--- config.mk ---
export PLATFORM = sky130hd
export DESIGN_NAME = noc_link_retimer
export DESIGN_NICKNAME = d
export VERILOG_FILES = /design/src/rtl/noc_link_pkg.sv /design/src/rtl/noc_shift_stage.sv /design/src/rtl/noc_link_retimer.sv
export SDC_FILE = /design/constraint.sdc
export NUM_CORES = 1
export LEC_CHECK = 0
export BUFFER_PORTS_ARGS = -buffer_cell sky130_fd_sc_hd__buf_2
export CORE_MARGIN = 2
export CORE_UTILIZATION = 47
export DETAILED_ROUTE_END_ITERATION = 10
export GPL_TIMING_DRIVEN = 0
export PLACE_DENSITY = 0.86
export SETUP_SLACK_MARGIN = 0.5
export SKIP_LAST_GASP = 1
export SYNTH_ARGS = -nofsm -noshare
export SYNTH_HDL_FRONTEND = slang
export SYNTH_SLANG_ARGS = --single-unit
--- constraint.sdc ---
create_clock -name clk -period 3.7 [get_ports clk]
set_clock_uncertainty 0.2 [all_clocks]
set_input_delay 0 -clock clk [delete_from_list [all_inputs] [get_ports clk]]
set_output_delay 0 -clock clk [all_outputs]
set_load 0.1 [all_outputs]
--- src/rtl/noc_link_pkg.sv ---
// Shared types and helpers for the NoC link retimer.
//   flit_t   : tail/dest/data bundle for the default link geometry
//   credit_w : width of a counter that spans 0..depth inclusive
package noc_link_pkg;

  localparam int NOC_FLIT_WIDTH = 32;
  localparam int NOC_DEST_WIDTH = 6;

  typedef struct packed {
    logic                      tail;
    logic [NOC_DEST_WIDTH-1:0] dest;
    logic [NOC_FLIT_WIDTH-1:0] data;
  } flit_t;

  function automatic int credit_w(input int depth);
    return $clog2(depth + 1);
  endfunction

endpackage

--- src/rtl/noc_shift_stage.sv ---
// Reset-to-zero delay line.
//   clk, rst_n : clock, async active-low reset
//   d_in       : WIDTH-bit input
//   d_out      : d_in delayed DEPTH cycles (combinational when DEPTH==0)
module noc_shift_stage #(
  parameter int WIDTH = 1,
  parameter int DEPTH = 1
) (
  input  logic             clk,
  input  logic             rst_n,
  input  logic [WIDTH-1:0] d_in,
  output logic [WIDTH-1:0] d_out
);

  generate
    if (DEPTH == 0) begin : g_pass
      assign d_out = d_in;
    end else begin : g_pipe
      logic [DEPTH-1:0][WIDTH-1:0] pipe_q, pipe_d;

      always_comb begin
        pipe_d    = pipe_q;
        pipe_d[0] = d_in;
        for (int i = 1; i < DEPTH; i++) pipe_d[i] = pipe_q[i-1];
      end

      always_ff @(posedge clk or negedge rst_n) begin
        if (!rst_n) pipe_q <= '0;
        else        pipe_q <= pipe_d;
      end

      assign d_out = pipe_q[DEPTH-1];
    end
  endgenerate

endmodule

--- src/rtl/noc_link_retimer.sv ---
// Credit-based router-to-router link retimer.
//   Forward: {send,is_tail,dest,data}_in -> *_out, NUM_PIPELINE cycles later.
//   Reverse: credit_in -> credit_out, NUM_PIPELINE cycles later.
//   Monitor: credit_level models the downstream buffer as seen by the upstream
//            router (send_in consumes, credit_out returns). err_overflow and
//            err_underflow are sticky until reset. pkt_count counts accepted tails.
module noc_link_retimer
  import noc_link_pkg::*;
#(
  parameter int NUM_PIPELINE      = 1,
  parameter int FLIT_WIDTH        = 32,
  parameter int DEST_WIDTH        = 6,
  parameter int FLIT_BUFFER_DEPTH = 4,
  parameter int PKT_CNT_WIDTH     = 16
) (
  input  logic                                 clk,
  input  logic                                 rst_n,
  input  logic [FLIT_WIDTH-1:0]                data_in,
  input  logic [DEST_WIDTH-1:0]                dest_in,
  input  logic                                 is_tail_in,
  input  logic                                 send_in,
  output logic                                 credit_out,
  output logic [FLIT_WIDTH-1:0]                data_out,
  output logic [DEST_WIDTH-1:0]                dest_out,
  output logic                                 is_tail_out,
  output logic                                 send_out,
  input  logic                                 credit_in,
  output logic [credit_w(FLIT_BUFFER_DEPTH)-1:0] credit_level,
  output logic                                 err_overflow,
  output logic                                 err_underflow,
  output logic [PKT_CNT_WIDTH-1:0]             pkt_count
);

  localparam int CW = credit_w(FLIT_BUFFER_DEPTH);
  localparam logic [CW-1:0] LVL_MAX = CW'(FLIT_BUFFER_DEPTH);

  // Link-local flit bundle; module parameters may differ from the package default.
  typedef struct packed {
    logic                  send;
    logic                  tail;
    logic [DEST_WIDTH-1:0] dest;
    logic [FLIT_WIDTH-1:0] data;
  } fwd_t;

  fwd_t fwd_in, fwd_out;

  assign fwd_in = '{send: send_in, tail: is_tail_in, dest: dest_in, data: data_in};

  noc_shift_stage #(.WIDTH($bits(fwd_t)), .DEPTH(NUM_PIPELINE)) u_fwd (
    .clk   (clk),
    .rst_n (rst_n),
    .d_in  (fwd_in),
    .d_out (fwd_out)
  );

  noc_shift_stage #(.WIDTH(1), .DEPTH(NUM_PIPELINE)) u_crd (
    .clk   (clk),
    .rst_n (rst_n),
    .d_in  (credit_in),
    .d_out (credit_out)
  );

  assign send_out    = fwd_out.send;
  assign is_tail_out = fwd_out.tail;
  assign dest_out    = fwd_out.dest;
  assign data_out    = fwd_out.data;

  // Credit monitor on the upstream-facing pair. A send and a returned credit
  // in the same cycle cancel, even at level 0, so neither flags an error.
  logic [CW-1:0]            level_q, level_d;
  logic                     ovf_q, ovf_d, unf_q, unf_d;
  logic [PKT_CNT_WIDTH-1:0] pkt_q, pkt_d;

  always_comb begin
    level_d = level_q;
    ovf_d   = ovf_q;
    unf_d   = unf_q;
    case ({send_in, credit_out})
      2'b10: if (level_q == '0)     ovf_d = 1'b1;
             else                   level_d = level_q - 1'b1;
      2'b01: if (level_q == LVL_MAX) unf_d = 1'b1;
             else                   level_d = level_q + 1'b1;
      default: ;
    endcase
  end

  // Counter wraps naturally at 2^PKT_CNT_WIDTH.
  always_comb begin
    pkt_d = pkt_q;
    if (send_in && is_tail_in) pkt_d = pkt_q + 1'b1;
  end

  always_ff @(posedge clk or negedge rst_n) begin
    if (!rst_n) begin
      level_q <= LVL_MAX;
      ovf_q   <= 1'b0;
      unf_q   <= 1'b0;
      pkt_q   <= '0;
    end else begin
      level_q <= level_d;
      ovf_q   <= ovf_d;
      unf_q   <= unf_d;
      pkt_q   <= pkt_d;
    end
  end

  assign credit_level  = level_q;
  assign err_overflow  = ovf_q;
  assign err_underflow = unf_q;
  assign pkt_count     = pkt_q;

endmodule

=== Yosys cells after proc, flatten, opt, wreduce, memory -nomap -nowiden ===
Index checks and enable logic that the tools add are counted.

* Reductions and logical operators: 6
* Multiplexer cells: 3
* Add/sub/neg operators: 3
* Eq/ne operators: 5

{| class="wikitable"
|+ Operators by type and width
! operator !! number
|-
| $add 16x1->16 const B || 1
|-
| $mux 3 || 2
|-
| $pmux 3 s2 || 1
|-
| $ne 2x2->1 const B || 2
|-
| $reduce_and 2->1 || 2
|-
| $add 3x1->3 const B || 1
|-
| $eq 3x3->1 const B || 1
|-
| $logic_not 3->1 || 1
|-
| $reduce_and 3->1 || 1
|-
| $sub 3x1->3 const B || 1
|-
| $eq 2x1->1 const B || 1
|-
| $eq 2x2->1 const B || 1
|-
| $reduce_bool 2->1 || 1
|-
| $logic_and 1x1->1 || 1
|}

* Word-level logic and storage cells: 23
* Bits of input ports: 43
* Register bits after elaboration: 62

=== Logic depth before layout (Yosys ltp) ===
Gate-level depths: netlist of run 1.

* Depth in word-level cells: 3
* Mapped depth: 6
* Mapped depth without buffers: 6

=== By module ===
From an unflattened synthesis of run 1, not the netlist that was laid out.

* Cells, all modules: 128
* Area, all modules: 2013.2 um^2

{| class="wikitable"
|+ By module, submodules not included
! module !! instances !! sequential area each (um^2) !! cells each !! area an instance (um^2)
|-
| noc_shift_stage (u_fwd) || 1 || 1001.0 || 40 || 1001.0
|-
| noc_link_retimer || 1 || 526.8 || 87 || 987.2
|-
| noc_shift_stage (u_crd) || 1 || 25.0 || 1 || 25.0
|}

=== Worst setup path after synthesis of run 1 ===
Ideal clock, no wire load.

* Kind: flip-flop to flip-flop
* From: reg u_crd.g_pipe.pipe_q (netlist: u_crd.d_out)
* To: reg level_q[2] (netlist: credit_level[2])
* Setup slack: 1.202 ns
* Stages on the path, launching flop included: 6
* Path buffers: 1
* Arrival: 2.184 ns
* Cells stage by stage: dfrtp_1 > clkbuf_1 > nand2_1 > fa_1 > o311ai_0 > o311ai_0

* Cells in the longest elaborated chain, start to end: 3
* Elaborated cells between the ends (all ways): 7

{| class="wikitable"
|+ RTL lines
! what !! RTL line !! RTL
|-
| from (decl) || noc_shift_stage.sv:19 || <nowiki>logic [DEPTH-1:0][WIDTH-1:0] pipe_q, pipe_d;</nowiki>
|-
| from (signal assigned) || noc_shift_stage.sv:29 || <nowiki>else pipe_q <= pipe_d;</nowiki>
|-
| $eq 2x1->1 or $eq 2x2->1 (tied branches) || noc_link_retimer.sv:78 || <nowiki>case ({send_in, credit_out})</nowiki>
|-
| $ne 2x2->1 (no source line) or $reduce_bool 2->1 (tied branches) || -- ||
|-
| $reduce_and 3->1 (no source line) || -- ||
|-
| to (signal assigned) || noc_link_retimer.sv:100 || <nowiki>level_q <= level_d;</nowiki>
|-
| to (decl) || noc_link_retimer.sv:70 || <nowiki>logic [CW-1:0] level_q, level_d;</nowiki>
|}

Several ways; a longest one is shown, not always the timed one.
A chain may end at the register's enable or synchronous reset.

=== Final worst setup path of run 1 ===
Same ends and word-level chain as after synthesis.

==> flow_summary.yaml, run 1 <==
grt:
  grt_max_degree: 63
  grt.busiest_layer: "met2"
  grt_use_met2_pct: 44.13
  grt-ovfl-total: 0
  grt.total_usage_pct: 24.48
  grt_pass1_vias: 1714
  grt_use_met1_pct: 26.01
  use_met3_pct: 6.782
  antenna_found_initial: 0
  grt_pass1_wl_mm: 8.749
worst_setup_path:
  cp_max_fo: 9
  arrival_ps: 2120
  critPathLaunchType: "flop"
  reg2reg_from: "u_crd.d_out"
  crit_top_cell: "o311ai_0"
  crit_slowest_cell: "fa_1"
  max_stage_delay_ps: 460
  reg2reg_slack_ps: 1590
  required_ps: 3710
  reg2regPathDepth: 5
  worstReg2RegEnd: "credit_level[2]"
  critPathBufInv: 1
  end_kind: "flop"
  path_delay_family: "compound AO/OA/AOI/OAI gates"
  crit_chain: "clkbuf_1, nand2_1, fa_1, o311ai_0, o311ai_0"
  path_class: "flop to flop"
yosys:
  synth_xor_area_share_pct: 6.867
  async_reset_ff_share_pct: 100.0
  synth-compound-area-share_pct: 3.863
  synth_common_cells: "61 x dfrtp_1, 10 x xnor2_1, 8 x nand2_1, 6 x nor2_1, 6 x xor2_1"
  yosysTopAreaCell: "dfrtp_1"
  ys_ff_latch: 62
  synth_top_family_by_area: "simple AND/OR/NAND/NOR gates"
  syn_nets: 174
  synth_most_common_cell: "dfrtp_1"
  synth_mux_area_share_pct: 1.104
  synth-simple-area-share_pct: 9.565
  synth_adder_area_share_pct: 1.594
  syn_inst: 129
  syn_area_per_cell_um2: 15.82
  synth_cell_types: 32
  syn-cell-area_mm2: 0.002041
  synth-edff-count: 0
  ys.warnings.count: 0
  yosysSeqAreaShare_pct: 76.09
  synthFlopType: "dfrtp_1"
  synth.top_cell.area_share_pct: 74.80
  ys_top_cells_by_area: "dfrtp_1 75%, xnor2_1 4.3%, xor2_1 2.6%"
die:
  coreArea_mm2: 0.004086
  die_h_um: 69.90
  start_util_pct: 49.94
  die-area_mm2: 0.004885
  rows: 23
  ioPinCount: 105
  die_width_um: 69.90
sta:
  setup_tns_ps: 0
  finalHoldViolations: 0
  maxSlewHeadroom_pct: 49.83
  drv_slew: 0
  hold_slack_ps: 108.7
  setup_viol: 0
  min_period_ps: 2113
  period_share_pct: 57.10
  tightestPinTransition_ps: 752.6
  rsz0062_at_grt: "no"
  fmax_mhz: 473.3
clock_network:
  htreeDepth: 3
  cts_tree: "done"
  clk_pin_slew_ps: 70
  cts_buffers: 9
  cts_root_buffer: "clkbuf_8"
  clock_sinks: 62
  cts_setup_buffers: 0
  clock_latency_ps: 320
  post_cts_resized: 0
  max-clock-path-buffers: 2
  cts_hold_buf: 42
cells_and_area:
  fin_nets: 331
  fillers: 243
  diodes: 0
  drive_above_1_share_pct: 44.29
  multiInputGateArea_um2: 469.2
  syn2layout_area_growth_pct: 58.43
  seq_area_mm2: 0.001553
worst_hold_path:
  hold_class: "input port to async pin"
route:
  drc: 0
  viasPerCell: 4.711
  vias: 1597
  drt-pass1-iter-count: 4
  drtIter0Drc: 56
  wl_per_cell_um: 17.03
  antenna_left: 0
  totalWireLength_mm: 5.772
power_and_ir_drop:
  powerDensity_mw_per_mm2: 731.5
  vdd_drop_max_v: 0.0003997
  power_leakage_uw: 0.001627
placement:
  gp_congestion: 0.8066
  portBuffers: 104
  hpwl_mm: 3.321
flow_run:
  drv_cap: 0
run_status:
  status: "finished, final reports clean"
-- cell families (layout without fill, tap and decap cells) --
family | Yosys count | after routing
adders and majority gates | 2 | 2
and+or+nand+nor | 32 | 32
xor gates and xnor gates | 16 | 16
AOI/OAI and AO/OA | 10 | 10
DFF | 62 | 62
muxes | 2 | 2
buffers and inverters | 5 | 165
-- per-layer routing --
layer	part of all wire [%]	vias to the layer above
li1	-	746
met1	36	775
met2	57	60
met3	4.4	16
met4	2.9	0
met5	0	-
-- registers in the layout (all words and copies together), names as in the netlist --
| register | cells |
|---|---|
| err_overflow | 1 |
| pkt_count | 16 |
| u_fwd.d_out | 40 |
| err_underflow | 1 |
| credit_level | 3 |
| u_crd.d_out | 1 |
-- where the power goes --
group	internal, uW	switching, uW	total [uW]
combinational	182	765	946
clock	321	245	566
sequential	767	85.5	853
-- worst register-to-register path, stage by stage (launching register included) --
cell,delay [ps]
dfrtp_1,350
clkbuf_1,310
nand2_1,180
fa_1,460
o311ai_0,300
o311ai_0,200
-- worst max path at each step --
stage | endpoint | cells past startpoint | from
after floorplan | credit_level[2] | 5 | u_crd.d_out
after global placement | credit_level[2] | 5 | u_crd.d_out
after detailed placement | credit_level[2] | 5 | u_crd.d_out
after CTS | credit_level[2] | 5 | u_crd.d_out
after global routing | credit_level[2] | 5 | u_crd.d_out
final | credit_level[2] | 5 | u_crd.d_out
-- cell type report --
type	count	share of cell area, %
Inverter	4	0.4644
Clock inverter	4	1.509
Multi-Input combinational cell	62	14.51
Tap cell	50	1.935
Timing Repair Buffer	146	29.18
Buffer	1	0.1161
Sequential cell	62	48.03
Clock buffer	10	4.257
-- metrics by stage --
| step | instance area (um^2) | std cells | total power, uW | util, % | setup WS [ps] |
|---|---|---|---|---|---|
| after floorplan | 2041 | 129 | 1605 | - | 1202 |
| after global placement | 2624 | 283 | 1758 | 64.21 | 1707 |
| after detailed placement | 2624 | 283 | 1770 | 64.21 | 1660 |
| after CTS | 3231 | 339 | 2368 | 79.06 | 1625 |
| after global routing | 3233 | 339 | 2455 | 79.12 | 1453 |
| final | 3233 | 339 | 2365 | 79.12 | 1587 |
-- layout by cell type, fill, tap and decap left out, types with 2 or more instances in the layout --
cell and count:
o21ai_0 2, o311ai_0 2, clkbuf_8 10, dlygate4sd3_1 42
buf_2 103, mux2_2 2, inv_1 4, xnor2_1 10
xor2_1 6, nor2_1 6, nand4_1 3, nand3_1 3
nand2_1 8, clkinv_2 2, dfrtp_1 61, and3_1 2
Note: power is estimated with default switching activity, not from simulation.
==> inputs of run 2 (changes only) <==
- CORE_UTILIZATION: 47 -> 40
- PLACE_DENSITY: 0.86 -> 0.79
- clock period: 3.7 -> 1.9 ns (I/O delays scaled with it)
==> flow_summary.yaml, run 2 (same netlist as run 1, synthesis figures left out) <==
placement:
  post_dp_cell_area_mm2: 0.002774
  place_ws_ps: 191.7
  portBuffers: 104
  hpwl_mm: 3.095
  gp_congestion: 0.8404
clock_network:
  clock_sinks: 62
  clk_pin_slew_ps: 60
  cts_root_buffer: "clkbuf_8"
  clock_latency_ps: 320
  cts_buffers: 9
  cts_tree: "done"
  max-clock-path-buffers: 2
  htreeDepth: 3
grt:
  grt_pass1_vias: 1817
  grt-ovfl-total: 0
  grt_pass1_wl_mm: 9.025
  grt_max_degree: 63
  antenna_found_initial: 0
  grt.total_usage_pct: 22.64
cells_and_area:
  final_cell_area_mm2: 0.003696
  final_cell_mix: "91 x buf_2, 43 x dfrtp_1, 42 x dlygate4sd3_1"
  drive_above_1_share_pct: 60.32
  syn2layout_area_growth_pct: 81.12
  fillers: 291
  fin_nets: 351
  diodes: 0
  utilization_pct: 76.73
  largest_register_ff_count: 40
  mostFrequentLayoutCell: "buf_2"
die:
  die_h_um: 75.43
  rows: 25
  coreArea_mm2: 0.004817
  die-area_mm2: 0.005689
  start_util_pct: 42.36
  die_width_um: 75.43
  ioPinCount: 105
route:
  drt-pass1-iter-count: 4
  antenna_left: 0
  vias: 1711
  wl_per_cell_um: 16.15
  viasPerCell: 4.538
  drc: 0
  drtIter0Drc: 54
  totalWireLength_mm: 6.087
worst_hold_path:
  hold_path_depth: 1
  hold_class: "input port to flop"
worst_setup_path:
  end_kind: "flop"
  crit_slowest_cell: "dfrtp_4"
  critPathBufInv: 0
  critPathLaunchType: "flop"
  cp.depth: 4
  crit_chain: "fa_2, nor4_2, o21ai_0, o311ai_1"
  reg2regPathDepth: 4
  cp_max_fo: 6
  path_delay_family: "flip-flops"
  reg2reg_slack_ps: 260
  arrival_ps: 1660
  required_ps: 1920
  path_class: "flop to flop"
  max_stage_delay_ps: 510
sta:
  setup_tns_ps: 0
  drv_slew: 0
  maxSlewHeadroom_pct: 48.08
  rsz0062_at_grt: "yes"
  tightestPinTransition_ps: 778.8
  min_period_ps: 1639
  setup_ws_ps: 260.8
  period_share_pct: 86.27
  fmax_mhz: 610.1
  hold_slack_ps: -287.3
  setup_viol: 0
  finalHoldViolations: 5
run_status:
  status: "finished with violations"
  violations: "hold timing"
power_and_ir_drop:
  vdd_drop_max_v: 0.0008077
  powerDensity_mw_per_mm2: 1368
  power_leakage_uw: 0.001824
flow_run:
  drv_cap: 0
[run 2: cell types whose count changed in the layout (fill, tap and decap cells not counted), moves of 4 or more]
cell / change
buf_4: +18
buf_2: -12
dfrtp_2: +6
nand2_1: -6
nand2_4: +4
dfrtp_4: +12
dfrtp_1: -18
buf_6: +7
[run 2: final cells by class]
cell class,count,area (um^2),area share [%]
Clock buffer,11,151.4,4.096
Sequential cell,62,1609,43.53
Clock inverter,4,22.52,0.6093
Buffer,1,15.01,0.4062
Inverter,4,15.01,0.4062
Multi-Input combinational cell,62,614.3,16.62
Tap cell,67,83.83,2.268
Timing Repair Buffer,166,1185,32.06
[run 2: worst register-to-register path, stage by stage (launching register included)]
cell	delay, ps
dfrtp_4	510
fa_2	430
nor4_2	200
o21ai_0	100
o311ai_1	100
[run 2: per-layer routing]
| metal | vias to the layer above | share of wire, % | wire (um) | global-route usage [%] |
|---|---|---|---|---|
| met5 | - | 0 | 0 | 0 |
| met4 | 0 | 0.79 | 48 | 7.602 |
| met3 | 4 | 8.4 | 510 | 9.788 |
| met2 | 78 | 51 | 3096 | 37.97 |
| met1 | 844 | 40 | 2432 | 26.17 |
| li1 | 785 | - | - | - |
[run 2: final timing paths]
check	from	endpoint
max reg2reg	credit_level[0]	credit_level[2]
max in group asynchronous	rst_n	pkt_count[1]
max	credit_level[0]	credit_level[2]
min	send_in	u_fwd.d_out[39]
min reg2reg	err_overflow	err_overflow
min in group asynchronous	rst_n	pkt_count[15]
[run 2: through the flow]
stage               hold WS, ps  power (uW)  std cells
CTS                      -314.8        4937        371
finish                   -287.3        5057        377
detailed placement       -90.69        3607        300
global placement         -92.86        3574        300
floorplan                -495.6        3273        129
global route             -298.2        5259        377
[run 2: timing repair]
action / 4_1_cts / 5_1_grt
endpoints found under the setup margin: 22 / 20
hold buffers: 41 / 1
pin swaps: 18 / 7
buffers inserted: 15 / 5
gates resized for setup: 24 / 18
hold endpoints to repair: 111 / 65
[run 2: where the power goes]
group	internal, uW	total [uW]	switching, uW
combinational	683	2300	1610
clock	530	1010	477
sequential	1560	1750	193
total	2770	5060	2280
==> inputs of run 3 (changes only) <==
- BUFFER_PORTS_ARGS: -buffer_cell sky130_fd_sc_hd__buf_2 -> default
- CORE_UTILIZATION: 40 -> 54
- DONT_BUFFER_PORTS: default -> 1
- GPL_TIMING_DRIVEN: 0 -> default
- PLACE_DENSITY: 0.79 -> 0.76
==> flow_summary.yaml, run 3 <==
yosys:
  yosysTopAreaCell: "dfrtp_1"
  syn_area_per_cell_um2: 15.82
  ys_top_cells_by_area: "dfrtp_1 75%, xnor2_1 4.3%, xor2_1 2.6%"
  synth_adder_area_share_pct: 1.594
  synthFlopType: "dfrtp_1"
  ys.warnings.count: 0
  synth-compound-area-share_pct: 3.863
  syn_nets: 174
  syn-cell-area_mm2: 0.002041
  synth-simple-area-share_pct: 9.565
  synth_mux_area_share_pct: 1.104
  async_reset_ff_share_pct: 100.0
  synth_most_common_cell: "dfrtp_1"
  syn_inst: 129
  yosysSeqAreaShare_pct: 76.09
  ys_ff_latch: 62
  synth-edff-count: 0
  synth_cell_types: 32
  synth_top_family_by_area: "simple AND/OR/NAND/NOR gates"
  synth.top_cell.area_share_pct: 74.80
  synth_common_cells: "61 x dfrtp_1, 10 x xnor2_1, 8 x nand2_1, 6 x nor2_1, 6 x xor2_1"
  synth_xor_area_share_pct: 6.867
die:
  die_h_um: 65.48
  rows: 22
  ioPinCount: 105
  start_util_pct: 56.16
  die_width_um: 65.48
placement:
  post_dp_cell_area_mm2: 0.002681
  gp_congestion: 0.8917
  portBuffers: 0
  hpwl_mm: 3.382
clock_network:
  clock_sinks: 62
  cts_setup_buffers: 8
  cts_hold_buf: 41
  cts_root_buffer: "clkbuf_8"
  max-clock-path-buffers: 2
  post_cts_resized: 23
  cts_buffers: 9
  htreeDepth: 3
run_status:
  first-error: "[ERROR DPL-0033] detailed placement checks failed during check placement."
  haltStage: "clock tree synthesis (4_1_cts)"
  status: "aborted with a tool error"
run 3: cell counts after synthesis:
Identical to the previous run, type by type.
run 3: through the flow:
stage          hold WS [ps]  TNS (ps)  util, %  instances  setup slack (ps)
3_3_place_gp         -493.6         0    73.79        238             318.4
2_1_floorplan        -495.6    -17.03        -        129            -17.03
3_5_place_dp         -493.9         0    73.79        238             133.7
run 3: logic make-up after synthesis:
logic type               count (synthesis)
AO/OA/AOI/OAI                           10
XOR/XNOR                                16
adder cells (fa/ha/maj)                  2
buffers and inverters                    5
flip-flops                              62
multiplexers                             2
AND/OR/NAND/NOR                         32
==> inputs of run 4 (changes only) <==
- CORE_UTILIZATION: 54 -> 40
- PLACE_DENSITY: 0.76 -> default
- PLACE_DENSITY_LB_ADDON: default -> 0.15
- SETUP_SLACK_MARGIN: 0.5 -> default
- clock period: 1.9 -> 2.47 ns (I/O delays scaled with it)
==> flow_summary.yaml, run 4 (same netlist as run 1, synthesis figures left out) <==
route:
  wl_per_cell_um: 16.40
  antenna_left: 0
  totalWireLength_mm: 4.576
  drt-pass1-iter-count: 4
  drc: 0
  vias: 1307
  viasPerCell: 4.685
  drtIter0Drc: 50
worst_setup_path:
  path_class: "input port to flop"
  reg2reg_slack_ps: 730
  critPathLaunchType: "input port"
  arrival_ps: 1850
  cp_max_fo: 7
  end_kind: "flop"
  required_ps: 2500
power_and_ir_drop:
  vdd_drop_max_v: 0.0005171
  powerDensity_mw_per_mm2: 1191
  power_leakage_uw: 0.001344
die:
  die_h_um: 75.43
  die_width_um: 75.43
  coreArea_mm2: 0.004817
  start_util_pct: 42.36
  rows: 25
  die-area_mm2: 0.005689
  ioPinCount: 105
clock_network:
  cts_root_buffer: "clkbuf_8"
  clock_sinks: 62
  cts_hold_buf: 45
  cts_setup_buffers: 0
  htreeDepth: 3
  cts_buffers: 9
  clock_latency_ps: 330
  post_cts_resized: 0
  clk_pin_slew_ps: 70
  max-clock-path-buffers: 2
  cts_tree: "done"
sta:
  setup_viol: 0
  finalHoldViolations: 0
  hold_slack_ps: 14.86
  drv_slew: 0
  min_period_ps: 1826
  setup_ws_ps: 644.0
  rsz0062_at_grt: "no"
  period_share_pct: 73.93
  fmax_mhz: 547.7
  maxSlewHeadroom_pct: 39.12
  setup_tns_ps: 0
  tightestPinTransition_ps: 913.2
placement:
  dp.cells: 215
  portBuffers: 0
  hpwl_mm: 2.944
  gp_congestion: 0.7830
  post_dp_cell_area_mm2: 0.002272
  place_ws_ps: 755.1
cells_and_area:
  final_cell_area_mm2: 0.002988
  syn2layout_area_growth_pct: 46.41
  stdcell_count: 279
  mostFrequentLayoutCell: "dfrtp_1"
  largest_register_ff_count: 40
  fillers: 393
  fin_nets: 252
  final_cell_mix: "60 x dfrtp_1, 46 x dlygate4sd3_1, 20 x buf_4"
  diodes: 0
  drive_above_1_share_pct: 22.64
grt:
  grt_pass1_wl_mm: 7.203
  grt.total_usage_pct: 18.10
  grt_max_degree: 51
  antenna_found_initial: 0
  grt-ovfl-total: 0
  grt_pass1_vias: 1441
flow_run:
  drv_cap: 0
run_status:
  status: "finished, final reports clean"
worst_hold_path:
  hold_class: "input port to flop"
[run 4: path summary, 6_finish.rpt]
check / start / end / cells past startpoint
hold / removal: data_in[12] / u_fwd.d_out[12] / 1
max in group asynchronous: rst_n / u_crd.d_out / 4
min in group asynchronous: rst_n / u_fwd.d_out[0] / 3
setup / recovery: send_in / credit_level[2] / 6
setup reg to reg: credit_level[0] / credit_level[2] / 3
hold reg to reg: pkt_count[2] / pkt_count[2] / 1
[run 4: power breakdown]
part | leakage [uW] | switching (uW) | total (uW) | internal, uW
combinational | 0.000512 | 773 | 1050 | 278
clock | 0.0000955 | 388 | 882 | 493
sequential | 0.000736 | 486 | 1630 | 1140
[run 4: worst max-delay path: stages]
cell and delay [ps]:
dlygate4sd3_1 670, inv_1 150, nand2_1 110, fa_1 440, o311ai_0 300, o311ai_0 190
[run 4: layer usage]
metal / wire (um) / GRT usage (%) / part of all wire, % / vias to the layer above
li1: - / - / - / 591
met1: 1706 / 20.42 / 37 / 639
met2: 2380 / 28.21 / 52 / 63
met3: 359 / 8.995 / 7.8 / 14
met4: 130 / 9.747 / 2.8 / 0
met5: 0 / 0 / 0 / -
[run 4: cell type report]
type | count | area (um^2) | share of cell area (%)
Sequential cell | 62 | 1554 | 52.01
Multi-Input combinational cell | 62 | 469.2 | 15.70
Clock inverter | 5 | 58.81 | 1.968
Tap cell | 67 | 83.83 | 2.806
Inverter | 4 | 15.01 | 0.5025
Timing Repair Buffer | 68 | 665.6 | 22.28
Clock buffer | 11 | 141.4 | 4.732
[run 4: stage by stage]
| step | util (%) | total power, uW |
|---|---|---|
| floorplan | - | 2405 |
| global placement | 47.17 | 2588 |
| detailed placement | 47.17 | 2606 |
| CTS | 61.40 | 3577 |
| global route | 62.03 | 3720 |
| finish | 62.03 | 3560 |
